<file path="config.mk">
export PLATFORM = sky130hd
export DESIGN_NAME = fmul_exec_pipe
export DESIGN_NICKNAME = d
export VERILOG_FILES = /design/src/rtl/fmul_exec_pipe.sv
export SDC_FILE = /design/constraint.sdc
export NUM_CORES = 1
export LEC_CHECK = 0
export BUFFER_PORTS_ARGS = -buffer_cell sky130_fd_sc_hd__buf_2
export CORE_ASPECT_RATIO = 1.4
export CORE_MARGIN = 2
export CORE_UTILIZATION = 35
export CTS_BUF_LIST = sky130_fd_sc_hd__clkbuf_16
export CTS_CLUSTER_SIZE = 10
export DETAILED_ROUTE_END_ITERATION = 16
export HOLD_SLACK_MARGIN = 0.02
export MAX_ROUTING_LAYER = met4
export PLACE_DENSITY = 0.65
export REMOVE_ABC_BUFFERS = 1
export SLEW_MARGIN = 20
export SYNTH_ARGS = -nofsm -noshare
export SYNTH_HDL_FRONTEND = slang
export SYNTH_SLANG_ARGS = --single-unit
export TNS_END_PERCENT = 100
</file>
<file path="constraint.sdc">
create_clock -name clk -period 6.5 [get_ports clk]
set_clock_uncertainty 0.05 [all_clocks]
set_input_delay 0.325 -clock clk [delete_from_list [all_inputs] [get_ports clk]]
set_output_delay 0.325 -clock clk [all_outputs]
set_load 0.02 [all_outputs]
</file>
<file path="src/rtl/fmul_exec_pipe.sv">
// Execution wrapper for the FP multiply unit: operand stage, fixed-latency
// product delay line, in-order result FIFO and credit-gated CDB request.
module fmul_exec_pipe #(
    parameter int unsigned TAG_W = 4,
    parameter int unsigned LAT   = 3,
    parameter int unsigned DEPTH = 4
) (
    input  logic             clk,
    input  logic             rst,
    input  logic             issue_valid,
    output logic             issue_ready,
    input  logic [TAG_W-1:0] issue_tag,
    input  logic [31:0]      issue_a,
    input  logic [31:0]      issue_b,
    output logic [31:0]      mul_x1,
    output logic [31:0]      mul_x2,
    input  logic [31:0]      mul_x3,
    output logic             cdb_req,
    output logic [TAG_W-1:0] cdb_tag,
    output logic [31:0]      cdb_value,
    output logic [2:0]       cdb_flags,
    input  logic             cdb_grant,
    output logic             busy
);

    localparam int unsigned CW = $clog2(DEPTH + 1);
    localparam int unsigned PW = (DEPTH > 1) ? $clog2(DEPTH) : 1;

    logic             accept;
    logic             pop;
    logic             s1_valid;
    logic [TAG_W-1:0] s1_tag;

    logic             wr_valid;
    logic [TAG_W-1:0] wr_tag;
    logic [31:0]      wr_value;
    logic [2:0]       wr_flags;

    logic [TAG_W-1:0] mem_tag   [DEPTH];
    logic [31:0]      mem_value [DEPTH];
    logic [2:0]       mem_flags [DEPTH];

    logic [PW-1:0]    wr_ptr;
    logic [PW-1:0]    rd_ptr;
    logic [PW-1:0]    rd_ptr_nxt;
    logic [CW-1:0]    fcount;
    logic [CW-1:0]    fcount_nxt;
    logic [CW-1:0]    fremain;
    logic [CW-1:0]    cnt;
    logic [CW-1:0]    cnt_nxt;

    logic             head_req_nxt;
    logic [TAG_W-1:0] head_tag_nxt;
    logic [31:0]      head_value_nxt;
    logic [2:0]       head_flags_nxt;

    assign accept = issue_valid && issue_ready;
    assign pop    = cdb_grant && cdb_req;

    // Product delay line: LAT-2 stages, or a direct FIFO write when LAT is 2.
    if (LAT > 2) begin : g_dline
        localparam int unsigned DL = LAT - 2;
        logic             dl_valid [DL];
        logic [TAG_W-1:0] dl_tag   [DL];
        logic [31:0]      dl_value [DL];

        always_ff @(posedge clk or posedge rst) begin
            if (rst) begin
                for (int i = 0; i < int'(DL); i++) begin
                    dl_valid[i] <= 1'b0;
                    dl_tag[i]   <= '0;
                    dl_value[i] <= '0;
                end
            end else begin
                dl_valid[0] <= s1_valid;
                dl_tag[0]   <= s1_tag;
                dl_value[0] <= mul_x3;
                for (int i = 1; i < int'(DL); i++) begin
                    dl_valid[i] <= dl_valid[i-1];
                    dl_tag[i]   <= dl_tag[i-1];
                    dl_value[i] <= dl_value[i-1];
                end
            end
        end

        assign wr_valid = dl_valid[DL-1];
        assign wr_tag   = dl_tag[DL-1];
        assign wr_value = dl_value[DL-1];
    end else begin : g_direct
        assign wr_valid = s1_valid;
        assign wr_tag   = s1_tag;
        assign wr_value = mul_x3;
    end

    // {nan, inf, zero}; sign ignored, denormals unflagged.
    always_comb begin
        wr_flags = 3'b000;
        if (wr_value[30:23] == 8'hFF) begin
            wr_flags = (wr_value[22:0] != 23'd0) ? 3'b100 : 3'b010;
        end else if (wr_value[30:0] == 31'd0) begin
            wr_flags = 3'b001;
        end
    end

    always_ff @(posedge clk) begin
        if (wr_valid) begin
            mem_tag[wr_ptr]   <= wr_tag;
            mem_value[wr_ptr] <= wr_value;
            mem_flags[wr_ptr] <= wr_flags;
        end
    end

    // Next head: bypass the write when the FIFO would otherwise drain.
    always_comb begin
        fcount_nxt     = fcount + CW'(wr_valid) - CW'(pop);
        fremain        = fcount - CW'(pop);
        cnt_nxt        = cnt + CW'(accept) - CW'(pop);
        rd_ptr_nxt     = rd_ptr + PW'(pop);
        head_req_nxt   = (fcount_nxt != '0);
        head_tag_nxt   = '0;
        head_value_nxt = '0;
        head_flags_nxt = '0;
        if (head_req_nxt) begin
            if (fremain == '0) begin
                head_tag_nxt   = wr_tag;
                head_value_nxt = wr_value;
                head_flags_nxt = wr_flags;
            end else begin
                head_tag_nxt   = mem_tag[rd_ptr_nxt];
                head_value_nxt = mem_value[rd_ptr_nxt];
                head_flags_nxt = mem_flags[rd_ptr_nxt];
            end
        end
    end

    always_ff @(posedge clk or posedge rst) begin
        if (rst) begin
            s1_valid    <= 1'b0;
            s1_tag      <= '0;
            mul_x1      <= '0;
            mul_x2      <= '0;
            wr_ptr      <= '0;
            rd_ptr      <= '0;
            fcount      <= '0;
            cnt         <= '0;
            issue_ready <= 1'b1;
            busy        <= 1'b0;
            cdb_req     <= 1'b0;
            cdb_tag     <= '0;
            cdb_value   <= '0;
            cdb_flags   <= '0;
        end else begin
            s1_valid <= accept;
            if (accept) begin
                s1_tag <= issue_tag;
                mul_x1 <= issue_a;
                mul_x2 <= issue_b;
            end
            if (wr_valid) begin
                wr_ptr <= wr_ptr + PW'(1);
            end
            rd_ptr      <= rd_ptr_nxt;
            fcount      <= fcount_nxt;
            cnt         <= cnt_nxt;
            issue_ready <= (cnt_nxt < CW'(DEPTH));
            busy        <= (cnt_nxt != '0);
            cdb_req     <= head_req_nxt;
            cdb_tag     <= head_tag_nxt;
            cdb_value   <= head_value_nxt;
            cdb_flags   <= head_flags_nxt;
        end
    end

    // Credits bound the FIFO occupancy, so a write into a full FIFO is a bug.
    a_no_overflow: assert property (@(posedge clk) disable iff (rst)
        !(wr_valid && (fcount == CW'(DEPTH))));

endmodule

</file>
Word level (Yosys, flattened, before mapping)
Memories as Yosys holds them, arrays and structs flattened.
Cells that the tools add are included.
{"block": "word_totals", "ff_bits": 158, "latch_bits": 0, "ram_bits": 156, "mem_bits_ro": 0, "input_bits": 104, "output_inout_bits": 106, "n_memories": 3}
{"block": "op_classes", "n_addsub": 7, "mul": 0, "div": 0, "order_cmp": 1, "eq_ne": 1, "shift": 0, "n_mux": 11, "bitwise_logic": 0, "reduce_logical": 7}
{"name": "mem_value", "words": 4, "word_bits": 32, "read_ports": 1, "rd_clocked_by_memory_dff": 0, "wr": 1, "line_no": "40", "rtl": "logic [31:0] mem_value [DEPTH];"}
{"name": "mem_tag", "words": 4, "word_bits": 4, "read_ports": 1, "rd_clocked_by_memory_dff": 0, "wr": 1, "line_no": "39", "rtl": "logic [TAG_W-1:0] mem_tag [DEPTH];"}
{"name": "mem_flags", "words": 4, "word_bits": 3, "read_ports": 1, "rd_clocked_by_memory_dff": 0, "wr": 1, "line_no": "41", "rtl": "logic [2:0] mem_flags [DEPTH];"}
{"operator": "$mux W32", "count": 2}
{"operator": "$logic_not A31 Y1", "count": 1}
{"operator": "$reduce_bool A23 Y1", "count": 1}
{"operator": "$mux W3", "count": 4}
{"operator": "$sub A3 B1 Y3", "count": 3}
{"operator": "$eq A8 B8 Y1 const B", "count": 1}
{"operator": "$mux W4", "count": 2}
{"operator": "$add A3 B1 Y3", "count": 2}
{"operator": "$reduce_bool A3 Y1", "count": 2}
{"operator": "$logic_not A3 Y1", "count": 1}
{"operator": "$lt A3 B3 Y1 const B", "count": 1}
{"operator": "$mux W1", "count": 3}
{"operator": "$add A2 B1 Y2", "count": 1}
{"operator": "$add A2 B1 Y2 const B", "count": 1}
{"operator": "$logic_and A1 B1 Y1", "count": 2}

Logic depth before layout (Yosys ltp)
Gate-level depths: netlist of run 1.
{"block": "depth", "ltp_word": 5, "depth_mapped": 10}

Worst setup path before layout of run 1
No wires, ideal clock.
{"block": "synth_timing", "path_kind": "reg2reg", "start": "register cdb_req", "end": "register cdb_value[14]", "setup_time_ns": 0.121, "t_arrival_ns": 2.307, "slack_ns": 4.022, "stages_incl_launch_ff": 11, "path_buffers": 2, "synth_period_minus_slack_ns": 2.478, "path_cell_list": "dfrtp_1 > and2_1 > xor2_1 > ha_1 > fa_1 > nor2_1 > nand2_2 > and4_4 > buf_6 > buf_6 > a22o_1"}
{"block": "synth_via", "elab_cells_between_ends": 9, "classes_between": "add/sub: 3; mux: 2; reduce/logical: 3; memory: 1"}
{"item": "start: declaration", "line_no": "18", "rtl": "output logic cdb_req,"}
{"item": "start signal: assignment", "line_no": "167", "rtl": "cdb_req <= head_req_nxt;"}
{"item": "$logic_and A1 B1 Y1", "line_no": "58", "rtl": "assign pop = cdb_grant && cdb_req;"}
{"item": "$sub A3 B1 Y3", "line_no": "115", "rtl": "fcount_nxt = fcount + CW'(wr_valid) - CW'(pop);"}
{"item": "net fcount_nxt[1]", "line_no": "47", "rtl": "logic [CW-1:0] fcount_nxt;"}
{"item": "$reduce_bool A3 Y1", "line_no": "119", "rtl": "head_req_nxt = (fcount_nxt != '0);"}
{"item": "net head_req_nxt", "line_no": "52", "rtl": "logic head_req_nxt;"}
{"item": "$mux W32", "line_no": "123", "rtl": "if (head_req_nxt) begin"}
{"item": "net head_value_nxt[14]", "line_no": "54", "rtl": "logic [31:0] head_value_nxt;"}
{"item": "end signal: assignment", "line_no": "169", "rtl": "cdb_value <= head_value_nxt;"}
{"item": "end: declaration", "line_no": "20", "rtl": "output logic [31:0] cdb_value,"}
The timed path passes the listed nets, and every way through them passes these cells.
A chain may end at the register's enable or synchronous reset.

Worst setup path in the final report of run 1
{"block": "layout_timing", "start": "register cdb_req", "end": "register cdb_flags[0]"}
{"block": "layout_via", "elab_cells_between_ends": 9, "classes_between": "add/sub: 3; mux: 2; reduce/logical: 3; memory: 1"}
{"item": "$logic_and A1 B1 Y1", "line_no": "58"}
{"item": "$sub A3 B1 Y3", "line_no": "115"}
{"item": "$reduce_bool A3 Y1", "line_no": "119"}
{"item": "net head_req_nxt", "line_no": "52"}
{"item": "$mux W3", "line_no": "123"}
{"item": "net head_flags_nxt[0]", "line_no": "55", "rtl": "logic [2:0] head_flags_nxt;"}
{"item": "end signal: assignment", "line_no": "170", "rtl": "cdb_flags <= head_flags_nxt;"}
{"item": "end: declaration", "line_no": "21", "rtl": "output logic [2:0] cdb_flags,"}
The timed path passes the listed nets, and every way through them passes these cells.

==> impl_metrics.env, run 1 <==
export IMPL_holdWs_ns=0.0640
export IMPL_drive_above_1_share=0.406
export IMPL_critPathLaunch="cdb_req"
export IMPL_min_path_type="in2reg"
export IMPL_synth_area_leaders="edfxtp_1 (42%), dfrtp_1 (35%), mux4_2 (7.8%)"
export IMPL_cp_slowest_cell="and4_4"
export IMPL_drt_total_wl_um=24500
export IMPL_setup_viol=0
export IMPL_ctsResizeCount=0
export IMPL_cts_setup_buffers=0
export IMPL_drv_slew=0
export IMPL_initial_utilization=0.356
export IMPL_h_tree_depth=2
export IMPL_fp_coreArea_um2=31600
export IMPL_ys_seq_area_frac=0.768
export IMPL_clock_sinks=314
export IMPL_grt_pass1_wl_um=38300
export IMPL_cts_made_buffers=37
export IMPL_p_leak_nw=6.09
export IMPL_synthTopCellsByCount="dfrtp_1 (157), edfxtp_1 (156), mux2_2 (59)"
export IMPL_syn_to_final_growth_pct=31.6
export IMPL_fin_nets=993
export IMPL_ios=210
export IMPL_synth_most_common_cell="dfrtp_1"
export IMPL_dr_pass1_iters=6
export IMPL_avgRoutedWirePerCell_um=18.9
export IMPL_yosysUniqueCellTypes=33
export IMPL_fin_tns_setup_ns=0
export IMPL_synth_top_area_frac=0.417
export IMPL_root_buffer="clkbuf_16"
export IMPL_min_from="issue_a[28]"
export IMPL_syn_area_um2=11200
export IMPL_dp_hpwl_um=13200
export IMPL_period_share=0.414
export IMPL_antenna_found_initial=2
export IMPL_fin_crit_ns=2.69
export IMPL_crit_type="reg2reg"
export IMPL_start_kind="register"
export IMPL_rsz0062_at_grt="no"
export IMPL_syn_inst=549
export IMPL_critical_path_max_stage_delay_ns=0.59
export IMPL_avgSynthCellArea_um2=20.5
export IMPL_die_area_um2=33600
export IMPL_synth_top_flop_cell="dfrtp_1"
export IMPL_max_freq_ghz=0.372
export IMPL_cts_tree="done"
export IMPL_yosysWarnings=0
export IMPL_timing_rr_start="cdb_req"
export IMPL_cts_buffer_depth=3
export IMPL_rows=77
export IMPL_slew_headroom=0.371
export IMPL_vias_per_cell=4.79
export IMPL_ant_nets=0
export IMPL_overflow=0
export IMPL_crit_chain="and2_1 > xor2_1 > ha_1 > fa_1 > xor3_2 > nand2_2 > and4_4 > a22o_1"
export IMPL_vias=6227
export IMPL_tightestPinTransition_ns=0.944
export IMPL_critical_path_max_fanout=38
export IMPL_grt_use_total=0.153
export IMPL_arrival_ns=3.09
export IMPL_critical_path_required_ns=6.90
export IMPL_fin_area_um2=14800
export IMPL_synth_edf_count=156
export IMPL_drt_iter0_drc=213
export IMPL_status="finished, final reports clean"
export IMPL_clk_pin_slew_ns=0.06
export IMPL_power_density_nw_per_um2=491
export IMPL_end_kind="register"
export IMPL_cap_violations=0
export IMPL_numPortBuffers=209
export IMPL_grt_start_max_net_pins=96
export IMPL_yosysTopAreaCell="edfxtp_1"
export IMPL_vdd_drop_max_uv=258
export IMPL_clock_latency_ns=0.52
export IMPL_placed_area_um2=12800
export IMPL_ys_async_sr_fraction=0.503
export IMPL_gp_congestion=0.722
export IMPL_first_global_vias=6967
export IMPL_ys_ff_latch=314
export IMPL_drc_errors=0
export IMPL_die_w_um=155
export IMPL_final_hold_violation_count=0
export IMPL_die_h_um=216
report_power, final:
part	internal, mW	switching (mW)
combinational	1.14	1.39
sequential	2.69	0.259
clock	1.02	0.759
stage by stage:
stage | cells | setup slack (ns) | utilization | total power, mW
global placement | 1135 | 3.79 | 0.404 | 5.44
finish | 1301 | 3.81 | 0.468 | 7.26
global route | 1301 | 3.65 | 0.468 | 7.68
floorplan | 524 | 1.86 | - | 4.68
detailed placement | 1135 | 3.73 | 0.404 | 5.51
CTS | 1299 | 3.77 | 0.468 | 7.37
placed cells by master, fill, tap and decap left out, drive strengths merged, types with 2 or more instances in the layout:
cell type,instances
mux4,39
nand2,5
dlygate4sd3,100
mux2,68
clkbuf,37
nor3,3
and2,7
nand4,4
xor2,4
ha,8
diode,2
nor2,4
a22o,38
inv,37
nor4,7
dfrtp,157
buf,216
fa,2
edfxtp,156
final cells by class:
cell class | instances | area, µm²
timing repair buffer | 316 | 2100
multi-input combinational | 200 | 2480
sequential | 314 | 8640
inverter | 10 | 42.5
tap | 395 | 494
fill | 2721 | 16800
clock inverter | 27 | 111
antenna | 2 | 5.00
clock buffer | 37 | 926
cells by family (layout without fill, tap and decap cells):
group / after synthesis / in the layout / share of synthesized area
flops: 314 / 314 / 0.768
fa+ha+maj: 10 / 10 / 0.0125
other cells: 0 / 2 / 0
buf+inv: 35 / 390 / 0.0165
simple gates: 35 / 35 / 0.0179
compound gates: 42 / 42 / 0.0324
mux: 107 / 107 / 0.146
xor+xnor: 6 / 6 / 0.00612
worst max-delay path: cells and delay by family, from the launching register on:
family,cells,cell delay (ns)
compound gates,1,0.24
xor+xnor,2,0.44
fa+ha+maj,2,0.60
flops,1,0.41
simple gates,3,0.88
sequential cells by signal (all words and copies together), names as in the netlist, 3 cells and up:
signal	cells
mem_value	128
cdb_value	32
g_dline.dl_value	32
mul_x1	32
mul_x2	32
mem_tag	16
mem_flags	12
cdb_tag	4
g_dline.dl_tag	4
s1_tag	4
cdb_flags	3
cnt	3
fcount	3
metal layers:
| layer | global-route usage | part of all wire | vias to the layer above |
|---|---|---|---|
| met3 | 0.0334 | 0.051 | 49 |
| li1 | - | - | 2786 |
| met1 | 0.173 | 0.40 | 3186 |
| met4 | 0.0492 | 0.025 | 0 |
| met5 | - | 0 | - |
| met2 | 0.268 | 0.53 | 206 |
path summary, 6_finish.rpt:
path,endpoint,slack [ns],cells past startpoint
max,cdb_flags[0],3.81,8
min,mul_x1[28],0.06,2
max reg2reg,cdb_flags[0],3.81,8
min reg2reg,g_dline.dl_valid,0.30,0
max in group asynchronous,mul_x1[10],4.50,4
min in group asynchronous,mul_x1[30],0.48,3
timing repair:
| action | in CTS | in global routing |
|---|---|---|
| endpoints found under the hold margin | 163 | 0 |
| endpoints found under the setup margin | 0 | 0 |
| hold buffers | 100 | 0 |
No activity file was read; power rests on OpenSTA's default activity.
==> run 2, diff against run 1 <==
--- a/config.mk
+++ b/config.mk
@@ -14,7 +14,7 @@
 export DETAILED_ROUTE_END_ITERATION = 16
 export HOLD_SLACK_MARGIN = 0.02
 export MAX_ROUTING_LAYER = met4
-export PLACE_DENSITY = 0.65
+export PLACE_DENSITY = 0.67
 export REMOVE_ABC_BUFFERS = 1
 export SLEW_MARGIN = 20
 export SYNTH_ARGS = -nofsm -noshare
==> constraint.sdc (replaced) <==
create_clock -name clk -period 2.4 [get_ports clk]
set_clock_uncertainty 0.05 [all_clocks]
set_input_delay 0.12 -clock clk [delete_from_list [all_inputs] [get_ports clk]]
set_output_delay 0.12 -clock clk [all_outputs]
set_load 0.02 [all_outputs]
==> run 2 against run 1 <==
Against the previous run: clock power grew to 2.7 times the previous value; combinational power rose to 2.9 times the previous value; critical path depth increased by 1; maximum frequency is 14% higher; critical endpoint is now cdb_value[14]; largest power group unchanged.
==> impl_metrics.env, run 2 (same netlist as run 1, synthesis figures left out) <==
export IMPL_cp_num_buf_inv=1
export IMPL_arrival_ns=2.72
export IMPL_cts_made_buffers=37
export IMPL_h_tree_depth=2
export IMPL_gp_congestion=0.721
export IMPL_timing_rr_start="cdb_req"
export IMPL_r2r_slack_ns=0.03
export IMPL_dr_pass1_iters=4
export IMPL_cts_setup_buffers=0
export IMPL_drt_iter0_drc=317
export IMPL_cp_top_family="adder cells"
export IMPL_avgRoutedWirePerCell_um=19.0
export IMPL_drt_total_wl_um=25000
export IMPL_multi_input_area_um2=2500
export IMPL_period_share=0.986
export IMPL_power_density_nw_per_um2=1340
export IMPL_critical_path_max_stage_delay_ns=0.47
export IMPL_critical_path_max_fanout=15
export IMPL_ios=210
export IMPL_status="finished, final reports clean"
export IMPL_cap_violations=0
export IMPL_power_mw=20.3
export IMPL_ant_nets=0
export IMPL_vias_per_cell=4.77
export IMPL_cp_slowest_cell="fa_2"
export IMPL_holdWs_ns=0.0328
export IMPL_critical_path_depth=9
export IMPL_die_area_um2=33600
export IMPL_slew_headroom=0.603
export IMPL_route_met3_wl_um=1250
export IMPL_initial_utilization=0.356
export IMPL_vdd_drop_max_uv=761
export IMPL_vias=6298
export IMPL_setup_viol=0
export IMPL_fin_crit_ns=2.37
export IMPL_worst_r2r_path_depth=9
export IMPL_final_common_cell="buf_2"
export IMPL_drv_slew=0
export IMPL_overflow=0
export IMPL_rsz0062_at_grt="yes"
export IMPL_cts_tree="done"
export IMPL_clk_pin_slew_ns=0.06
export IMPL_clock_sinks=314
export IMPL_fp_coreArea_um2=31600
export IMPL_cts_buffer_depth=3
export IMPL_layout_common_cells="buf_2 (209), dfrtp_1 (157), edfxtp_1 (156), dlygate4sd3_1 (101), mux2_2 (59)"
export IMPL_top_register="mem_value"
export IMPL_tightestPinTransition_ns=0.596
export IMPL_regToRegEndpoint="cdb_value[14]"
export IMPL_start_kind="register"
export IMPL_grt_use_total=0.155
export IMPL_numPortBuffers=209
export IMPL_syn_to_final_growth_pct=34.8
export IMPL_min_path_type="in2reg"
export IMPL_grt_pass1_wl_um=39200
export IMPL_largest_reg_flops=128
export IMPL_end_kind="register"
export IMPL_grt_start_max_net_pins=63
export IMPL_rows=77
export IMPL_crit_path_end="cdb_value[14]"
export IMPL_die_h_um=216
export IMPL_root_buffer="clkbuf_16"
export IMPL_clock_latency_ns=0.53
export IMPL_met1Wirelength_um=10000
export IMPL_drc_errors=0
export IMPL_crit_chain="and2_4 > xor2_2 > ha_2 > fa_2 > nor2_4 > nand2_2 > and4_4 > buf_12 > a22o_1"
export IMPL_seqCellArea_um2=8640
export IMPL_crit_type="reg2reg"
export IMPL_die_w_um=155
export IMPL_critPathLaunch="cdb_req"
export IMPL_fill_cells=2631
export IMPL_final_hold_violation_count=0
export IMPL_first_global_vias=7181
export IMPL_dp_hpwl_um=14900
export IMPL_critical_path_required_ns=2.76
export IMPL_fin_nets=1011
export IMPL_drive_above_1_share=0.423
export IMPL_antenna_found_initial=1
export IMPL_top_layer="met4"
export IMPL_routed_wl_met2_um=13000
export IMPL_max_freq_ghz=0.423
export IMPL_p_leak_nw=6.23
==> run 2: power by group <==
| part | total, mW | switching (mW) | internal (mW) |
|---|---|---|---|
| Sequential | 8.02 | 0.725 | 7.29 |
| Clock | 4.87 | 2.08 | 2.79 |
| Combinational | 7.42 | 3.86 | 3.56 |
| Total | 20.3 | 6.67 | 13.6 |
==> run 2: what timing repair did <==
action / in CTS / in global routing
setup endpoints to repair: 38 / 39
hold buffers: 101 / 0
gates resized for setup: 4 / 3
gates cloned: 0 / 0
pin swaps: 1 / 4
hold endpoints to repair: 158 / 0
==> run 2: layer usage <==
| layer | global-route usage | vias to the layer above |
|---|---|---|
| met2 | 0.271 | 212 |
| met1 | 0.176 | 3217 |
| met4 | 0.0560 | 0 |
| met5 | - | - |
| met3 | 0.0326 | 44 |
| li1 | - | 2825 |
==> run 2: cell type report <==
class,instances,area share
sequential,314,0.570
multi-input combinational,200,0.165
timing repair buffer,334,0.159
clock buffer,37,0.0611
tap,395,0.0326
clock inverter,28,0.00892
inverter,10,0.00281
antenna,1,0.000165
==> run 2: worst min-delay path by stage <==
stage / start / end / cells past startpoint
2_1_floorplan: mul_x3[0] / g_dline.dl_value[0] / 0
3_3_place_gp: mul_x3[10] / g_dline.dl_value[10] / 1
3_5_place_dp: mul_x3[20] / g_dline.dl_value[20] / 1
4_1_cts: issue_valid / cnt[0] / 3
5_1_grt: issue_valid / cnt[0] / 3
6_report: issue_valid / cnt[0] / 3
==> run 2: per-stage QoR <==
step	util	worst slack (ns)	setup TNS (ns)	area (µm²)	cells
6_report	0.480	0.0338	0	15200	1319
4_1_cts	0.479	0.0246	0	15100	1318
3_3_place_gp	0.413	-0.0244	-0.619	13100	1152
3_5_place_dp	0.413	-0.0979	-2.97	13100	1152
2_1_floorplan	-	-2.03	-397.35	11100	524
5_1_grt	0.480	-0.0431	-0.507	15200	1319
==> run 2: tightest hold or removal path, delay by kind of cell <==
kind                     cells  cell delay, ns
buffers and inverters        1            0.07
AND/OR/NAND/NOR              1            0.22
adder cells (fa/ha/maj)      1            0.17
